<file path="config.mk">
export PLATFORM = sky130hd
export DESIGN_NAME = fetch_unit
export DESIGN_NICKNAME = d
export VERILOG_FILES = /design/src/rtl/fetch_unit.sv
export SDC_FILE = /design/constraint.sdc
export NUM_CORES = 1
export LEC_CHECK = 0
export CORE_MARGIN = 2
export CORE_UTILIZATION = 49
export CTS_CLUSTER_DIAMETER = 50
export CTS_CLUSTER_SIZE = 8
export DETAILED_ROUTE_END_ITERATION = 12
export MAX_ROUTING_LAYER = met4
export PLACE_DENSITY = 0.87
export SYNTH_ARGS = -nofsm -noshare
export SYNTH_HDL_FRONTEND = slang
export SYNTH_SLANG_ARGS = --single-unit
</file>
<file path="constraint.sdc">
create_clock -name clk -period 2.64 [get_ports clk]
set_input_delay 0.528 -clock clk [delete_from_list [all_inputs] [get_ports clk]]
set_output_delay 0.528 -clock clk [all_outputs]
set_load 0.05 [all_outputs]
</file>
<file path="src/rtl/fetch_unit.sv">
// Instruction fetch sequencer: FETCH/LOAD/EXEC per instruction, with PC update,
// saturating executed-instruction counter and a sticky HALT left only by reset.
module fetch_unit #(
    parameter int PC_W = 10,
    parameter int IW   = 16
) (
    input  logic            clk,
    input  logic            reset,
    input  logic            run,
    input  logic            s_inc,
    input  logic            fin,
    input  logic [IW-1:0]   mem_rdata,
    output logic [PC_W-1:0] mem_addr,
    output logic            mem_en,
    output logic [5:0]      opcode,
    output logic [PC_W-1:0] jaddr,
    output logic            exec,
    output logic [PC_W-1:0] pc,
    output logic            halted,
    output logic [15:0]     icount
);

    typedef enum logic [2:0] {
        IDLE  = 3'd0,
        FETCH = 3'd1,
        LOAD  = 3'd2,
        EXEC  = 3'd3,
        HALT  = 3'd4
    } state_t;

    state_t        state;
    logic [IW-1:0] ir;

    function automatic logic [15:0] sat_inc(input logic [15:0] v);
        return (v == 16'hFFFF) ? v : v + 16'd1;
    endfunction

    assign mem_addr = pc;
    assign opcode   = ir[IW-1:IW-6];
    assign jaddr    = ir[PC_W-1:0];

    // mem_en/exec/halted are registered alongside the state they belong to
    always_ff @(posedge clk or negedge reset) begin
        if (!reset) begin
            state  <= IDLE;
            pc     <= '0;
            ir     <= '0;
            icount <= '0;
            mem_en <= 1'b0;
            exec   <= 1'b0;
            halted <= 1'b0;
        end else begin
            case (state)
                IDLE: begin
                    if (run) begin
                        state  <= FETCH;
                        mem_en <= 1'b1;
                    end
                end
                FETCH: begin
                    state  <= LOAD;
                    mem_en <= 1'b0;
                end
                LOAD: begin
                    ir    <= mem_rdata;
                    state <= EXEC;
                    exec  <= 1'b1;
                end
                EXEC: begin
                    exec   <= 1'b0;
                    icount <= sat_inc(icount);
                    if (fin) begin
                        state  <= HALT;
                        halted <= 1'b1;
                    end else begin
                        pc <= s_inc ? pc + 1'b1 : ir[PC_W-1:0];
                        if (run) begin
                            state  <= FETCH;
                            mem_en <= 1'b1;
                        end else begin
                            state <= IDLE;
                        end
                    end
                end
                HALT: begin
                    state  <= HALT;
                    halted <= 1'b1;
                    mem_en <= 1'b0;
                    exec   <= 1'b0;
                end
                default: begin
                    state  <= IDLE;
                    mem_en <= 1'b0;
                    exec   <= 1'b0;
                end
            endcase
        end
    end

endmodule

</file>
After elaboration in Yosys (flattened, before gate mapping)
Cells that the tools add are included.

Register bits: 48. Latch bits: 0. Memory bits (writable): 0. Bits in read-only memories: 0. Input bits: 21. Logic and storage cells: 38. Memories kept: 0.

Add/sub/neg operators: 2. Multipliers: 0. Divide/modulo/power cells: 0. $lt $le $gt $ge: 0. Equal/unequal tests: 8. Shift operators: 0. Multiplexer cells: 11. Bitwise gates (word level): 3. Reductions and logical operators: 7.

Operators with widths (number): adder 16 x 1 -> 16 bit (second input constant) (1); == test 16 bit (second input constant) (1); case mux 3 bit (5 select lines) (1); adder 10 x 1 -> 10 bit (second input constant) (1); two-way mux 10 bit (1); AND reduction 2 bit (4); == test 3 x 2 -> 1 bit (second input constant) (2); two-way mux 3 bit (2); != test 2 bit (second input constant) (3); two-way mux 1 bit (4); case mux 1 bit (2 select lines) (2); == test 3 x 1 -> 1 bit (second input constant) (1); == test 3 bit (second input constant) (1); zero test 3 bit (1); inverter 1 bit (3); case mux 1 bit (3 select lines) (1); nonzero test 2 bit (1); OR reduction 2 bit (1).

Depth between registers and ports, before layout
Word-level depth: 3. Depth in mapped cells: 6. Depth with buffers taken out: 5.

Worst setup path before layout
No wires, ideal clock.

Path type: flip-flop to flip-flop. From: register icount[0]. To: register icount[2]. Setup time: 0.146 ns. Data arrival time: 1.805 ns. Required time: 2.494 ns. Setup slack: 0.689 ns. Cell stages (with the launch flop): 7. Path buffers: 1. Period minus slack after synthesis: 1.951 ns. Cell sequence: dfrtp_1 -> ha_1 -> nand3_1 -> nor4_1 -> buf_2 -> nor3b_1 -> xor2_1.

Cells in the longest elaborated chain, start to end: 3. Elaborated cells between the ends (all ways): 4.

Ends and longest elaborated chain: start: declaration (RTL line 20) `output logic [15:0] icount`; start signal: assignment (RTL line 71) `icount <= sat_inc(icount);`; branches (longest 3 deep; another with adder 16 x 1 -> 16 bit).

Parallel ways; which one is timed is not known. A chain may end at the register's enable or synchronous reset.

Worst setup path in the final report
From: register pc[0] (netlist: mem_addr[0]). To: output mem_addr[0].

RTL lines: start: declaration (RTL line 18) `output logic [PC_W-1:0] pc,`; start signal: assignment (RTL line 76) `pc <= s_inc ? pc + 1'b1 : ir[PC_W-1:0];`; end: declaration (RTL line 13) `output logic [PC_W-1:0] mem_addr,`.

No word-level cell between the ends.

==> flow_summary.json <==
{
  "syn_nets": 234,
  "synth_ff_type": "dfrtp_1",
  "num_vias": 1875,
  "design_power_total_mw": 4.43,
  "final_common_cell": "clkdlybuf4s50_1",
  "timing.final.ws_setup_ps": 492,
  "crit_type": "reg -> out",
  "async_reset_ff_frac": 1.00,
  "fillers": 366,
  "r2r-end": "icount[1]$_DFFE_PN0P_",
  "grt_max_degree": 49,
  "antenna_left": 0,
  "cts-root-buf": "clkbuf_8",
  "area_growth_pct": 35.7,
  "max_stage_delay_ps": 850,
  "final-max-slew-violation-count": 0,
  "final_cell_mix": "clkdlybuf4s50_1, dfrtp_1, mux2_2",
  "fin_crit_sh": 0.813,
  "rsz0062_at_grt": "false",
  "dp_cells": 325,
  "clock_sinks": 48,
  "hold_buffers": 0,
  "setup_viol": 0,
  "drt_first_iter_violations": 184,
  "dr.pass1.iters": 4,
  "cts_resized": 0,
  "crit_arrival_ps": 1620,
  "critical_path.top_delay_family": "buffers and inverters",
  "htree_levels": 2,
  "p_leak_nw": 1.35,
  "wl_per_cell_um": 14.9,
  "cp.required_ps": 2110,
  "maxSlewHeadroom": 0.449,
  "start_util": 0.501,
  "path_cells": "clkdlybuf4s50_1",
  "n_antenna_cell": 0,
  "dp_worst_setup_slack_ps": 593,
  "met2_length_mm": 2.33,
  "dieArea_sq_um": 5340,
  "drive_gt1_frac": 0.129,
  "antenna_found_initial": 0,
  "core_area_sq_um": 4660,
  "syn_area_sq_um": 2340,
  "dp_hpwl_mm": 3.57,
  "p_per_area_nw_per_um2": 1400,
  "max_freq_ghz": 0.466,
  "hp-class": "in -> async",
  "skew_ps": 4.16,
  "path_clk_slew_ps": 80,
  "cts_buffers": 5,
  "critical_path.max_fanout": 7,
  "crit_cells": 1,
  "multi_input_area_sq_um": 1000,
  "highest_layer": "met4",
  "io_pins": 76,
  "synth.largest_area_cell": "dfrtp_1",
  "synth_cell_type_count": 42,
  "die_h_um": 73.1,
  "grt-ovfl-total": 0,
  "clk_latency_ps": 290,
  "grt_pass1_vias": 1703,
  "routed_wl_mm": 4.95,
  "timing.setup.tns_ps": 0,
  "drc": 0,
  "vias_per_cell": 5.63,
  "tightest_slew_ps": 825,
  "routabilityCongestion": 0.837,
  "netlist_instances": 211,
  "post_cts_buffers": 0,
  "layout.nets": 301,
  "reg2regPathDepth": 6,
  "critical_path.slowest_cell": "clkdlybuf4s50_1",
  "rows": 25,
  "grt_use_total": 0.200,
  "yosysTopAreaCellShare": 0.514,
  "cts_max_path_buffers": 2,
  "cap_violations": 0,
  "avgSynthCellArea_sq_um": 11.1,
  "seqCellArea_sq_um": 1200,
  "r2r_setup_slack_ps": 800,
  "synth_seq_cells": 48,
  "tritoncts": "done",
  "cp-end-kind": "output pin",
  "port-buffer-count": 75,
  "hold_violations": 0,
  "period_minus_slack_ps": 2150,
  "dr_wl_met3_um": 348,
  "synth_warnings": 0,
  "reg2reg_from": "icount[0]$_DFFE_PN0P_",
  "netlist_top_cells_area": "dfrtp_1, mux2_2, xor2_1",
  "synth-edff-count": 0,
  "yosysSeqAreaShare": 0.514,
  "peakVddDrop_mv": 0.588,
  "m1WireLength_mm": 2.25,
  "finalNonFillerCells": 333,
  "die_x_um": 73.1,
  "crit_buf_inv": 1,
  "status": "complete, no violations",
  "start_kind": "flop",
  "grt_pass1_wl_mm": 8.04
}
-- cell usage after synthesis, drive strengths merged (4+ instances only) --
cell type	number
a21oi	16
and3	4
buf	14
clkbuf	6
dfrtp	48
mux2	17
nand2	10
nand2b	4
nand3	13
nand4	7
nor2	9
nor3	9
o21ai	5
xor2	12
-- sequential cells by signal (all words and copies together) (netlist names) --
register  count
ir           16
exec          1
icount       16
halted        1
mem_en        1
state         3
mem_addr     10
-- metal layers --
metal | up-vias | global-route usage
met5 | - | -
met4 | 0 | 0.0638
met3 | 4 | 0.0525
met2 | 73 | 0.309
met1 | 914 | 0.258
li1 | 884 | -
-- logic make-up after synthesis --
| family | Yosys count | share of synthesized area |
|---|---|---|
| DFF | 48 | 0.514 |
| AOI/OAI and AO/OA | 34 | 0.0883 |
| buffers and inverters | 23 | 0.0578 |
| adders and majority gates | 2 | 0.0107 |
| muxes | 20 | 0.0948 |
| and+or+nand+nor | 70 | 0.182 |
| xor gates and xnor gates | 14 | 0.0525 |
-- worst max path at each step --
| stage | startpoint | end | slack [ps] |
|---|---|---|---|
| 2_1_floorplan | icount[0]$_DFFE_PN0P_ | icount[2]$_DFFE_PN0P_ | 690 |
| 5_1_grt | mem_addr[6]$_DFFE_PN0P_ | pc[6] | 390 |
| 4_1_cts | mem_addr[6]$_DFFE_PN0P_ | pc[6] | 480 |
| 3_5_place_dp | s_inc | mem_addr[5]$_DFFE_PN0P_ | 590 |
| 6_report | mem_addr[0]$_DFFE_PN0P_ | mem_addr[0] | 490 |
| 3_3_place_gp | s_inc | mem_addr[5]$_DFFE_PN0P_ | 640 |
-- cell type report --
cell class                      count  share of cell area
Sequential cell                    48               0.379
Multi-Input combinational cell    140               0.316
Timing Repair Buffer               80               0.247
Clock buffer                        6              0.0229
Tap cell                           54              0.0213
Clock inverter                      2              0.0110
Inverter                            3             0.00355
-- through the flow --
step           instance area (sq um)  utilization  hold WS (ps)
2_1_floorplan                   2340            -           232
3_3_place_gp                    3060        0.657           460
3_5_place_dp                    3060        0.657           465
4_1_cts                         3170        0.681           333
5_1_grt                         3170        0.681           355
6_report                        3170        0.681           320
-- where the power goes --
part / total, mW / switching (mW) / internal, mW / leakage (nW)
sequential: 1.34 / 0.321 / 1.02 / 0.591
combinational: 2.58 / 1.64 / 0.944 / 0.708
clock: 0.512 / 0.230 / 0.281 / 0.0552
(Power assumes the default switching activity.)
